File: src/rtl/ps2_pkg.sv
`default_nettype none
// ============================================================================
// Module  : ps2_pkg
// Purpose : Shared state type and constants for the PS/2 host transmitter.
// Rev     : 1.0  initial release
// ============================================================================
package ps2_pkg;

   typedef enum logic [2:0] {
      IDLE     = 3'd0,
      INHIBIT  = 3'd1,
      RTS      = 3'd2,
      SHIFT    = 3'd3,
      ACK      = 3'd4,
      WAIT_REL = 3'd5
   } ps2_tx_state_e;

   localparam logic [7:0] PS2_CMD_SET_LED = 8'hED;
   localparam logic [7:0] PS2_CMD_RESET   = 8'hFF;
   localparam logic [7:0] PS2_CMD_ENABLE  = 8'hF4;
   localparam logic [7:0] PS2_ACK         = 8'hFA;

   // start + 8 data + parity + stop
   localparam int PS2_FRAME_LEN = 11;

   function automatic logic ps2_odd_parity(input logic [7:0] data);
      return ~^data;
   endfunction

endpackage
`default_nettype wire

File: src/rtl/ps2_line_cond.sv
`default_nettype none
// ============================================================================
// Module  : ps2_line_cond
// Purpose : PS/2 pin conditioning: 2-FF synchronizer, stability filter and
//           falling-edge strobe of the filtered level.
// Rev     : 1.0  initial release
// ============================================================================
module ps2_line_cond #(
   parameter int FILTER_LEN = 8
) (
   input  logic clk,
   input  logic clr,
   input  logic pin_i,
   output logic level_o,
   output logic fall_o
);

   localparam int CW = (FILTER_LEN > 1) ? $clog2(FILTER_LEN) : 1;

   logic [1:0]    sync_q;
   logic [CW-1:0] cnt_q;
   logic          level_q;
   logic          fall_q;

   // A new level is taken only after FILTER_LEN consecutive samples disagree
   // with the current one; any agreeing sample restarts the run.
   always_ff @(posedge clk or posedge clr) begin
      if (clr) begin
         sync_q  <= 2'b11;
         cnt_q   <= '0;
         level_q <= 1'b1;
         fall_q  <= 1'b0;
      end else begin
         sync_q <= {sync_q[0], pin_i};
         fall_q <= 1'b0;
         if (sync_q[1] == level_q) begin
            cnt_q <= '0;
         end else if (cnt_q == CW'(FILTER_LEN - 1)) begin
            level_q <= sync_q[1];
            cnt_q   <= '0;
            fall_q  <= level_q;
         end else begin
            cnt_q <= cnt_q + 1'b1;
         end
      end
   end

   assign level_o = level_q;
   assign fall_o  = fall_q;

endmodule
`default_nettype wire

File: src/rtl/ps2_host_tx.sv
`default_nettype none
// ============================================================================
// Module  : ps2_host_tx
// Purpose : PS/2 host-to-device command transmitter (open-drain enables).
//           Optional device-clock watchdog: define PS2_TX_TIMEOUT_EN.
// Rev     : 1.0  initial release
// ============================================================================
module ps2_host_tx
   import ps2_pkg::*;
#(
   parameter int INHIBIT_CYCLES = 10000,
   parameter int FILTER_LEN     = 8,
   parameter int TIMEOUT_CYCLES = 200000
) (
   input  logic       clk,
   input  logic       clr,
   input  logic [7:0] tx_data,
   input  logic       tx_start,
   input  logic       ps2c_in,
   input  logic       ps2d_in,
   output logic       ps2c_oe,
   output logic       ps2d_oe,
   output logic       busy,
   output logic       tx_done,
   output logic       tx_err
);

   localparam int IW       = (INHIBIT_CYCLES > 1) ? $clog2(INHIBIT_CYCLES) : 1;
   localparam int FRAME_W  = PS2_FRAME_LEN - 1;
   localparam int LAST_BIT = PS2_FRAME_LEN - 2;

   if (INHIBIT_CYCLES < 1 || FILTER_LEN < 1 || TIMEOUT_CYCLES < 1) begin : g_param_check
      $error("ps2_host_tx: INHIBIT_CYCLES, FILTER_LEN and TIMEOUT_CYCLES must be >= 1");
   end

   ps2_tx_state_e        state_q;
   logic [IW-1:0]        inh_q;
   logic [3:0]           bit_q;
   logic [FRAME_W-1:0]   frame_q;
   logic                 ack_q;
   logic                 c_oe_q;
   logic                 d_oe_q;
   logic                 busy_q;
   logic                 done_q;
   logic                 err_q;

   logic w_c_level;
   logic w_c_fall;
   logic w_d_level;
   logic w_d_fall_unused;

`ifdef PS2_TX_TIMEOUT_EN
   localparam int WW = (TIMEOUT_CYCLES > 1) ? $clog2(TIMEOUT_CYCLES) : 1;
   logic [WW-1:0] wdog_q;
`endif

   ps2_line_cond #(.FILTER_LEN(FILTER_LEN)) u_cond_c (
      .clk     (clk),
      .clr     (clr),
      .pin_i   (ps2c_in),
      .level_o (w_c_level),
      .fall_o  (w_c_fall)
   );

   ps2_line_cond #(.FILTER_LEN(FILTER_LEN)) u_cond_d (
      .clk     (clk),
      .clr     (clr),
      .pin_i   (ps2d_in),
      .level_o (w_d_level),
      .fall_o  (w_d_fall_unused)
   );

   always_ff @(posedge clk or posedge clr) begin
      if (clr) begin
         state_q <= IDLE;
         inh_q   <= '0;
         bit_q   <= '0;
         frame_q <= '0;
         ack_q   <= 1'b0;
         c_oe_q  <= 1'b0;
         d_oe_q  <= 1'b0;
         busy_q  <= 1'b0;
         done_q  <= 1'b0;
         err_q   <= 1'b0;
`ifdef PS2_TX_TIMEOUT_EN
         wdog_q  <= '0;
`endif
      end else begin
         done_q <= 1'b0;
         err_q  <= 1'b0;
         case (state_q)
            IDLE: begin
               if (tx_start) begin
                  frame_q <= {1'b1, ps2_odd_parity(tx_data), tx_data};
                  inh_q   <= '0;
                  busy_q  <= 1'b1;
                  c_oe_q  <= 1'b1;
                  state_q <= INHIBIT;
               end
            end
            INHIBIT: begin
               if (inh_q == IW'(INHIBIT_CYCLES - 1)) begin
                  d_oe_q  <= 1'b1;
                  state_q <= RTS;
               end else begin
                  inh_q <= inh_q + 1'b1;
               end
            end
            RTS: begin
               c_oe_q  <= 1'b0;
               bit_q   <= '0;
               state_q <= SHIFT;
            end
            SHIFT: begin
               // Data moves only while the device holds the clock low; the
               // stop bit (frame MSB = 1) releases the line on fall 10.
               if (w_c_fall) begin
                  d_oe_q <= ~frame_q[bit_q];
                  bit_q  <= bit_q + 1'b1;
                  if (bit_q == 4'(LAST_BIT)) begin
                     state_q <= ACK;
                  end
               end
            end
            ACK: begin
               if (w_c_fall) begin
                  ack_q   <= ~w_d_level;
                  state_q <= WAIT_REL;
               end
            end
            WAIT_REL: begin
               if (w_c_level && w_d_level) begin
                  busy_q  <= 1'b0;
                  done_q  <= ack_q;
                  err_q   <= ~ack_q;
                  state_q <= IDLE;
               end
            end
            default: begin
               state_q <= IDLE;
            end
         endcase

`ifdef PS2_TX_TIMEOUT_EN
         // The abort overrides a completion landing in the same cycle, so
         // done and err stay mutually exclusive.
         if (w_c_fall || state_q == RTS) begin
            wdog_q <= '0;
         end else if (state_q inside {SHIFT, ACK, WAIT_REL}) begin
            if (wdog_q == WW'(TIMEOUT_CYCLES - 1)) begin
               c_oe_q  <= 1'b0;
               d_oe_q  <= 1'b0;
               busy_q  <= 1'b0;
               done_q  <= 1'b0;
               err_q   <= 1'b1;
               state_q <= IDLE;
            end else begin
               wdog_q <= wdog_q + 1'b1;
            end
         end
`endif
      end
   end

   assign ps2c_oe = c_oe_q;
   assign ps2d_oe = d_oe_q;
   assign busy    = busy_q;
   assign tx_done = done_q;
   assign tx_err  = err_q;

endmodule
`default_nettype wire

File: config.mk
export PLATFORM = sky130hd
export DESIGN_NAME = ps2_host_tx
export DESIGN_NICKNAME = d
export VERILOG_FILES = /design/src/rtl/ps2_pkg.sv /design/src/rtl/ps2_line_cond.sv /design/src/rtl/ps2_host_tx.sv
export SDC_FILE = /design/constraint.sdc
export NUM_CORES = 1
export LEC_CHECK = 0
export ABC_AREA = 0
export BUFFER_PORTS_ARGS = -buffer_cell sky130_fd_sc_hd__buf_4
export CAP_MARGIN = 20
export CORE_ASPECT_RATIO = 1.5
export CORE_MARGIN = 8
export CORE_UTILIZATION = 35
export DETAILED_ROUTE_END_ITERATION = 8
export SETUP_SLACK_MARGIN = 0.2
export SLEW_MARGIN = 40
export SYNTH_ARGS = -nofsm -noshare
export SYNTH_HDL_FRONTEND = slang
export SYNTH_SLANG_ARGS = --single-unit
File: constraint.sdc
create_clock -name clk -period 1.9 [get_ports clk]
set_clock_uncertainty 0.05 [all_clocks]
set_input_delay 0.19 -clock clk [delete_from_list [all_inputs] [get_ports clk]]
set_output_delay 0.19 -clock clk [all_outputs]
set_load 0.05 [all_outputs]
* After elaboration in Yosys (flattened, before gate mapping)
Index checks and enable logic that the tools add are counted.
** Storage, ports and cells
- Register bits after elaboration :: 50
- Bits of input ports :: 13
- Output and inout bits :: 5
** Operators by class
- Magnitude comparators :: 1
- Add/subtract/negate cells :: 4
- Equal/unequal tests :: 18
- Muxes and demuxes :: 31
- Reductions and logical operators :: 18
- Bitwise logic cells :: 5
** Operators by type and width (count)
- $mux 3 :: 10
- $mux 14 :: 2
- $pmux 14 s2 :: 1
- $pmux 3 s6 :: 1
- $add 14x1->14 const B :: 1
- $eq 14x14->1 const B :: 1
- $eq 3x3->1 const B :: 4
- $reduce_and 2->1 :: 6
- $mux 1 :: 11
- $ne 2x2->1 const B :: 5
- $reduce_bool 2->1 :: 5
- $reduce_and 3->1 :: 3
- $pmux 4 s2 :: 1
- $reduce_xnor 8->1 :: 1
- $add 3x1->3 const B :: 2
- $eq 3x2->1 const B :: 2
- $pmux 1 s2 :: 3
- $reduce_and 6->1 :: 1
- $lt 4x5->1 const B :: 1
- $not 1->1 :: 5
- $add 4x1->4 const B :: 1
- $bmux 1 s4 :: 1
- $eq 4x4->1 const B :: 1
- $mux 4 :: 1
- 5 further kinds :: 7

* Logic depth before layout (Yosys ltp)
Gate-level depths: netlist of run 1.
- Depth after elaboration :: 5
- Depth in mapped cells :: 6
- Depth with buffers taken out :: 6

* By module
Synthesis of run 1 repeated with hierarchy kept, for this count alone.
** Second synthesis, totals
- Cell total of the unflattened synthesis :: 237
- Area, all modules :: 2462.4 sq um
** Modules (own cells, without submodules)
- ps2_host_tx :: area each 1936.9 sq um, instances 1, cells each 205, seq. area each 925.9 sq um
- ps2_line_cond :: area each 262.8 sq um, instances 2, cells each 16, seq. area each 178.9 sq um

* Least setup slack after synthesis of run 1
Ideal clock, no wire load.
- Kind :: register to register
- Start point :: register inh_q[5]
- End point :: register inh_q[0]
- Path buffers :: 1
- Library setup time :: 0.140 ns
- Setup slack :: 0.071 ns
- Cell stages (with the launch flop) :: 6
- Data required time :: 1.710 ns
- Period minus slack after synthesis :: 1.829 ns
- Arrival time :: 1.639 ns
- Cells stage by stage :: dfrtp_1 > or4b_4 > nor4_4 > buf_6 > or2b_2 > mux2i_1
** Between the ends
- Word-level cells in the longest chain between the ends :: 3
** Ends and longest elaborated chain
- start, declared :: RTL line ps2_host_tx.sv:37 : logic [IW-1:0] inh_q;
- start signal, assigned :: RTL line ps2_host_tx.sv:106 : inh_q <= inh_q + 1'b1;
- $eq 14x14->1 :: RTL line ps2_host_tx.sv:102 : if (inh_q == IW'(INHIBIT_CYCLES - 1)) begin
- $ne 2x2->1 (no source line)
- $reduce_and 3->1 (no source line)
Every way passes these cells.
A chain may end at the register's enable or synchronous reset.

* Worst setup path in the final report of run 1
- Start point :: register inh_q[0]
- End point :: register inh_q[6]
** Between the ends
- Word-level cells in the longest chain between the ends :: 3
- Elaborated cells between the ends (all ways) :: 6
** Ends and longest elaborated chain (RTL line)
- $add 14x1->14 / $eq 14x14->1 (equally long branches) :: ps2_host_tx.sv:106, ps2_host_tx.sv:102
- $mux 14 / $ne 2x2->1 (equally long branches)
- $pmux 14 s2 / $reduce_and 3->1 (equally long branches)
Parallel ways exist; a longest one is shown, timed or not. The select of a mux whose other input is x is not followed.

==> results of run 1 <==
[power by group]
part	total (mW)	internal, mW	leakage [nW]	switching (mW)
clock network	0.663	0.267	0.0447	0.396
registers	1.36	1.24	0.624	0.120
logic	0.499	0.259	0.708	0.240
total	2.52	1.77	1.38	0.756
[metrics by stage]
stage	setup TNS [ns]	setup slack [ns]
CTS	0	0.0839
global route	-0.0606	-0.0416
global placement	0	0.0797
detailed placement	0	0.0652
floorplan	0	0.205
finish	0	0.0663
[state kept, by name, summed over array words and instances, names as in the netlist, 2 cells and up]
| name | count |
|---|---|
| u_cond_c.cnt_q | 3 |
| inh_q | 14 |
| u_cond_d.cnt_q | 3 |
| u_cond_d.sync_q | 2 |
| state_q | 3 |
| u_cond_c.sync_q | 2 |
| frame_q | 10 |
| bit_q | 4 |
[final timing paths]
| path | slack, ns | cells after the start | from | to |
|---|---|---|---|---|
| max in group asynchronous | 1.09 | 4 | clr | u_cond_c.level_o$_DFFE_PP1P_ |
| setup / recovery | 0.07 | 7 | inh_q[0]$_DFFE_PP0P_ | inh_q[6]$_DFFE_PP0P_ |
| hold / removal | 0.03 | 3 | tx_data[1] | frame_q[1]$_DFFE_PP0P_ |
| hold reg to reg | 0.31 | 0 | u_cond_d.sync_q[0]$_DFF_PP1_ | u_cond_d.sync_q[1]$_DFF_PP1_ |
| min in group asynchronous | 0.41 | 4 | clr | busy$_DFFE_PP0P_ |
| setup reg to reg | 0.07 | 7 | inh_q[0]$_DFFE_PP0P_ | inh_q[6]$_DFFE_PP0P_ |
[cell usage after synthesis (2+ instances only)]
| cell type | count | area share [%] |
|---|---|---|
| dfrtp_1 | 44 | 44 |
| nand2_1 | 35 | 5.3 |
| o21ai_0 | 12 | 2.4 |
| a21oi_1 | 10 | 2.0 |
| inv_1 | 9 | 1.4 |
| nand3_1 | 9 | 1.8 |
| clkbuf_1 | 8 | 1.2 |
| o31ai_1 | 8 | 2.4 |
| ha_1 | 7 | 3.5 |
| nor2_1 | 7 | 1.1 |
| xnor2_1 | 7 | 2.5 |
| dfstp_2 | 6 | 6.4 |
| mux2i_1 | 6 | 2.4 |
| nor3_1 | 6 | 1.2 |
| nor3b_1 | 6 | 1.8 |
| or4_1 | 6 | 1.8 |
| or3_1 | 5 | 1.3 |
| mux2_2 | 4 | 1.8 |
| xor2_1 | 4 | 1.4 |
| nand4_1 | 3 | 0.76 |
| nand4b_1 | 3 | 1.1 |
| and2_1 | 2 | 0.50 |
| and4b_1 | 2 | 0.81 |
| nand2b_1 | 2 | 0.50 |
| o21a_1 | 2 | 0.61 |
| o311ai_0 | 2 | 0.71 |
| or2_2 | 2 | 0.50 |
[metal layers]
layer  part of all wire (%)  wire [um]  global-route usage (%)
met1                     40       2230                    11.3
met3                    2.0        113                    2.34
met5                      0          0                       0
met4                    1.7         97                    5.49
met2                     56       3130                    21.0
[kinds of logic after synthesis]
kind of cell             synth area share, %
AND/OR/NAND/NOR                         22.8
AO/OA/AOI/OAI                           10.2
XOR/XNOR                                3.89
multiplexers                            5.15
flip-flops                              50.8
buffers and inverters                   3.59
adder cells (fa/ha/maj)                 3.54
[layout make-up]
type | instances | area share [%]
Sequential cell | 50 | 39.3
Tap cell | 78 | 3.05
Multi-Input combinational cell | 168 | 39.4
Clock buffer | 5 | 2.15
Inverter | 9 | 1.05
Clock inverter | 3 | 0.781
Timing Repair Buffer | 56 | 14.2
[worst reg2reg max path, cell delays in order, from the launching register on]
cell	delay (ns)
dfrtp_1	0.43
ha_4	0.19
nand3_4	0.11
nor4_4	0.06
buf_4	0.15
buf_4	0.16
or4_1	0.46
a21oi_1	0.16
[timing repair]
action                     CTS  global route
hold buffers                 3             0
cloned                       1             0
hold endpoints to repair    46             0
resized for setup           13            21
setup buffers                9            11
pin swaps                    7            11
setup endpoints to repair   17            26
[cell usage in the layout (no fill, tap or decap), drive strengths merged, types with 7 or more instances in the layout]
cell,count
a21oi,10
buf,53
dfrtp,44
ha,7
inv,10
nand2,35
nand3,9
nor2,7
o21ai,12
o31ai,8
xnor2,7
==> out/results.ini, run 1 <==
[status]
status=finished, final reports clean

[die]
pin_count=18
die_area_um2=10100
die_w_um=84.7
start_util_pct=36.2
rows=37
die_h_um=119
core_um2=6850

[drt]
viasPerCell=5.30
dr.pass1.iters=6
routed_wirelength_mm=5.57
drc=0
routedWlPerCell_um=15.1
ant_nets=0
vias=1955
drt_iter0_drc=96

[sta]
period_share_pct=96.5
fmax_mhz=545
worst_pin_slew_ns=0.395
period_needed_ns=1.83
whs_ns=0.0305
relSlewSlack_pct=73.4
setup_violations=0
final_max_slew_viol_count=0
rsz0062_at_grt=true
finalHoldViolations=0

[job]
maxCapViolCount=0

[cells_and_area]
stdcell_area_um2=3200
nFillCells=653
synthToLayoutAreaGrowth_pct=29.3
antennaDiodeCount=0
postLayoutCoreUtil_pct=46.7
regArea_um2=1260
drive_above_1_share_pct=34.0
multi_input_area_um2=1260
layout.nets=310
finalNonFillerCells=369

[setup_path]
crit_family=simple AND/OR/NAND/NOR gates
crit_path_end_kind=flop
crit_chain=ha_4, nand3_4, nor4_4, buf_4, buf_4, or4_1, a21oi_1
crit_buf_inv=2
slowest_delay_ns=0.46
path_common_cell=buf_4
cp.required_ns=2.09
startpoint_type=flop
worst_path_max_delay_cell=or4_1
cp.arrival_ns=2.03
worstSetupPathType=reg2reg
crit_fanout=6

[synth]
ys_types=47
ys_ff_latch=50
syn_avg_cell_area_um2=10.5
synth_edf_count=0
synthFlopType=dfrtp_1
synthCells=237
yosysWarnings=0
synth-async-reset-ratio_pct=100
synthesis.nets=257
synth.yosys.seq_area_share_pct=50.8
netlist_area_um2=2480

[global_route]
first_global_vias=2004
antenna_found_initial=0
grt_max_degree=51
track_usage_pct=11.2
grt_pass1_wl_mm=9.19
grt_overflow_total=0

[placement]
portBuffers=17
hpwl_mm=3.63
dpl.cell_count=337
gp_congestion=0.846
place_area_um2=2780

[clocking]
cts-root-buf=clkbuf_8
cts_buffer_depth=2
clkSlewWorstSetupHoldPaths_ns=0.10
htreeDepth=2
cts-buffers-inserted=5
cts_tree=done
clock-sinks=50
clk-insertion-delay-late_ns=0.31

[power_and_ir_drop]
vdd_drop_max_mv=0.837
power_density_nw_per_um2=788
leakage_nw=1.38
total_power_mw=2.52

[hold_path]
hold_path_class=in2reg

Power figures use the tool's default switching activity.
==> run 2, diff against run 1 <==
Settings changed: CORE_UTILIZATION 35 to 45.
==> run 2 against run 1 <==
Global-route usage grew 1.8 points. Critical path depth shrank 2. Clock power grew 14%. Utilization grew 11 points. Largest cell class is now sequential cells. Fmax grew 0.94%. Worst setup slack gained 0.017 ns. Count of clock-buffer cells in the layout is the same. Highest routed layer unchanged.
==> out/results.ini, run 2 (synthesis gave the netlist of run 1 again) <==
[setup_path]
crit_path_end_kind=flop
worst_path_max_delay_cell=or4b_4
cp.arrival_ns=1.95
slowest_delay_ns=0.56
crit_family=simple AND/OR/NAND/NOR gates
crit_buf_inv=1
crit_fanout=8
startpoint=inh_q[11]$_DFFE_PP0P_
worst_r2r_startpoint=inh_q[11]$_DFFE_PP0P_
startpoint_type=flop
crit_chain=or4b_4, nor4_4, buf_6, o21a_1, a21oi_1
cp.required_ns=2.04
worstSetupPathType=reg2reg

[cells_and_area]
stdcell_area_um2=3100
top_regs=inh_q (14), frame_q (10), bit_q (4)
antennaDiodeCount=0
top_register=inh_q
multi_input_area_um2=1190
final_cell_mix=buf_4 (47), dfrtp_1 (43), nand2_1 (35)
regArea_um2=1260
drive_above_1_share_pct=30.6
synthToLayoutAreaGrowth_pct=25.2
nFillCells=489
postLayoutCoreUtil_pct=57.3
mostFrequentLayoutCell=buf_4
finalNonFillerCells=358
largest_reg_flops=14
layout.nets=307

[status]
status=finished, final reports clean

[drt]
drt_iter0_drc=83
dr.pass1.iters=4
drc=0
vias=1895
routedWlPerCell_um=14.6
viasPerCell=5.29
ant_nets=0
routed_wirelength_mm=5.22

[clocking]
cts_tree=done
clk-insertion-delay-late_ns=0.30
cts_buffer_depth=2
cts-buffers-inserted=5
clock-sinks=50
htreeDepth=2
cts-root-buf=clkbuf_8
clkSlewWorstSetupHoldPaths_ns=0.10

[die]
start_util_pct=45.8
pin_count=18
core_um2=5410
die_w_um=76.6
rows=33
die_h_um=107
die_area_um2=8180

[sta]
finalWorstSetupSlack_ns=0.0834
whs_ns=0.0383
rsz0062_at_grt=true
setup_tns_ns=0
period_needed_ns=1.82
fmax_mhz=550
setup_violations=0
final_max_slew_viol_count=0
worst_pin_slew_ns=0.428
relSlewSlack_pct=71.4
finalHoldViolations=0
period_share_pct=95.6

[placement]
hpwl_mm=3.66
gp_congestion=0.793
place_area_um2=2760
portBuffers=17
pre_cts_ws_ns=0.0396
dpl.cell_count=329

[hold_path]
min_from=tx_data[5]
hold_path_class=in2reg

[power_and_ir_drop]
vdd_drop_max_mv=0.591
power_density_nw_per_um2=835
total_power_mw=2.59
leakage_nw=1.36

[job]
maxCapViolCount=0

[global_route]
first_global_vias=1920
grt_pass1_wl_mm=8.74
grt_max_degree=22
track_usage_pct=13.0
grt_overflow_total=0
antenna_found_initial=0

run 2: changes by cell type in the layout (fill, tap and decap cells not counted), sizes merged:
| cell | before | now |
|---|---|---|
| buf | 53 | 50 |
| bufinv | 0 | 1 |
| clkinvlp | 1 | 0 |
run 2: tightest hold or removal path: cells and delay by family:
family | cells | cell delay, ns
buffers and inverters | 1 | 0.09
and+or+nand+nor | 2 | 0.09
run 2: area by class of cell:
cell class / count / area share [%]
timing repair buffer: 53 / 13.4
inverter: 9 / 1.09
multi-input combinational: 168 / 38.4
clock inverter: 3 / 1.41
sequential: 50 / 40.6
tap: 70 / 2.82
clock buffer: 5 / 2.22
run 2: final timing paths:
kind	slack [ns]	end	depth (start not counted)
max	0.08	state_q[0]$_DFFE_PP0P_	5
min	0.04	frame_q[5]$_DFFE_PP0P_	3
max reg2reg	0.08	state_q[0]$_DFFE_PP0P_	5
min reg2reg	0.31	u_cond_d.sync_q[1]$_DFF_PP1_	0
max in group asynchronous	0.78	u_cond_d.level_o$_DFFE_PP1P_	4
min in group asynchronous	0.39	u_cond_c.fall_o$_DFF_PP0_	3
run 2: layer usage:
layer | part of all wire, % | GRT usage (%) | vias to the layer above
met1 | 39 | 13.7 | 917
met5 | 0 | 0 | -
met4 | 2.5 | 6.22 | 0
met2 | 56 | 24.1 | 19
met3 | 2.0 | 2.43 | 10
li1 | - | - | 949
run 2: timing repair:
item / 4_1_cts / 5_1_grt
pin swaps: 2 / 6
hold buffers: 3 / 0
buffers inserted: 5 / 13
endpoints found under the hold margin: 20 / 0
gates resized for setup: 4 / 13
endpoints found under the setup margin: 17 / 26
run 2: where the power goes:
group          leakage [nW]  switching (mW)  internal [mW]
Combinational         0.675           0.232          0.249
Clock                0.0585           0.358          0.395
Sequential            0.624           0.112           1.24
Total                  1.36           0.703           1.89
==> run 3, diff against run 2 <==
Settings changed: BUFFER_PORTS_ARGS -buffer_cell sky130_fd_sc_hd__buf_4 to unset, DONT_BUFFER_PORTS set to 1.
==> run 3 against run 2 <==
Power is 4.2% lower. Register-to-register slack worse by 0.02 ns. Fmax is 1.2% lower. Count of clock-buffer cells in the layout is 1 higher. Largest power group unchanged.
==> out/results.ini, run 3 (synthesis gave the netlist of run 1 again) <==
[status]
status=finished, final reports clean

[clocking]
htreeDepth=2
clk-insertion-delay-late_ns=0.30
cts_buffer_depth=2
cts-root-buf=clkbuf_8
cts-buffers-inserted=5
clock-sinks=50
cts_tree=done
clkSlewWorstSetupHoldPaths_ns=0.10

[hold_path]
hold_path_class=in2reg
min_from=tx_start
hold-path-cell-count=2
min_to=state_q[0]$_DFFE_PP0P_

[cells_and_area]
finalNonFillerCells=346
synthToLayoutAreaGrowth_pct=22.5
top_regs=inh_q (14), frame_q (10), bit_q (4)
mostFrequentLayoutCell=dfrtp_1
final_cell_mix=dfrtp_1 (44), nand2_1 (35), buf_4 (28)
postLayoutCoreUtil_pct=56.1
drive_above_1_share_pct=25.0
antennaDiodeCount=0
top_register=inh_q
layout.nets=295
largest_reg_flops=14

[setup_path]
crit_path_end_kind=flop
cp.required_ns=2.10
rrSetupSlack_ns=0.06
rr_endpoint=ps2d_oe$_DFFE_PP0P_
startpoint_type=flop
worst_r2r_startpoint=inh_q[11]$_DFFE_PP0P_
cp.arrival_ns=2.04
worstSetupPathType=reg2reg
r2r.worst_path.cells=5
crit_fanout=4

[global_route]
grt_pass1_wl_mm=8.89
grt_overflow_total=0
first_global_vias=1933
track_usage_pct=13.2
antenna_found_initial=0
grt_max_degree=51

[job]
maxCapViolCount=0

[drt]
vias=1865
viasPerCell=5.39
ant_nets=0
drc=0
routedWlPerCell_um=15.3
dr.pass1.iters=4
drt_iter0_drc=72
routed_wirelength_mm=5.29

[die]
rows=33
pin_count=18
start_util_pct=45.8
core_um2=5410
die_w_um=76.6
die_area_um2=8180
die_h_um=107

[sta]
fmax_mhz=544
period_share_pct=96.8
finalHoldViolations=0
worst_pin_slew_ns=0.626
period_needed_ns=1.84
final_max_slew_viol_count=0
rsz0062_at_grt=true
relSlewSlack_pct=58.3
setup_tns_ns=0
setup_violations=0

[power_and_ir_drop]
leakage_nw=1.29
power_density_nw_per_um2=817
vdd_drop_max_mv=0.608

[placement]
hpwl_mm=3.57
dpl.cell_count=313
portBuffers=0
gp_congestion=0.864

==> run 3: worst max-delay path, cell delays in order (launching register included) <==
cell and delay (ns):
dfrtp_1 0.42, or4b_4 0.56, nor4_4 0.27, buf_4 0.18
mux2_4 0.14, o221a_4 0.17
==> run 3: what timing repair did <==
item                                    in CTS  in global routing
hold endpoints to repair                    54                  0
pin swaps                                    5                  3
endpoints found under the setup margin      17                 26
hold buffers                                11                  0
gates resized for setup                     12                 10
setup buffers                                7                  7
==> run 3: how the worst max path moves through the flow <==
stage / startpoint / to / slack [ns] / depth (start not counted)
2_1_floorplan: inh_q[6]$_DFFE_PP0P_ / inh_q[0]$_DFFE_PP0P_ / 0.20 / 5
3_3_place_gp: inh_q[6]$_DFFE_PP0P_ / state_q[0]$_DFFE_PP0P_ / 0.03 / 5
3_5_place_dp: inh_q[6]$_DFFE_PP0P_ / state_q[0]$_DFFE_PP0P_ / 0.04 / 5
4_1_cts: inh_q[11]$_DFFE_PP0P_ / state_q[0]$_DFFE_PP0P_ / 0.06 / 5
5_1_grt: inh_q[11]$_DFFE_PP0P_ / state_q[0]$_DFFE_PP0P_ / 0.02 / 5
6_report: inh_q[11]$_DFFE_PP0P_ / ps2d_oe$_DFFE_PP0P_ / 0.06 / 5
==> run 3: cell type report <==
class / instances / area [um2]
multi-input combinational: 168 / 1220
clock inverter: 2 / 12.5
inverter: 9 / 33.8
clock buffer: 6 / 82.6
timing repair buffer: 41 / 343
sequential: 50 / 1260
tap: 70 / 87.6
fill: 467 / 2370
==> run 3: through the flow <==
step / power (mW) / area [um2] / hold slack, ns / setup slack (ns)
2_1_floorplan: 1.65 / 2480 / 0.144 / 0.205
6_report: 2.48 / 3040 / 0.0236 / 0.0607
3_3_place_gp: 1.73 / 2640 / 0.145 / 0.0347
3_5_place_dp: 1.75 / 2640 / 0.145 / 0.0357
5_1_grt: 2.62 / 3040 / 0.0196 / 0.0169
4_1_cts: 2.48 / 2940 / 0.0225 / 0.0633
==> run 3: power breakdown <==
group,switching (mW),leakage (nW),internal [mW]
sequential,0.159,0.625,1.24
clock,0.345,0.0472,0.293
combinational,0.196,0.614,0.246
total,0.699,1.29,1.78
==> run 3: metal layers <==
| layer | wire (um) | up-vias | GRT usage [%] |
|---|---|---|---|
| li1 | - | 923 | - |
| met1 | 2130 | 907 | 13.9 |
| met2 | 2930 | 25 | 24.6 |
| met3 | 106 | 10 | 2.35 |
| met4 | 129 | 0 | 5.94 |
| met5 | 0 | - | 0 |
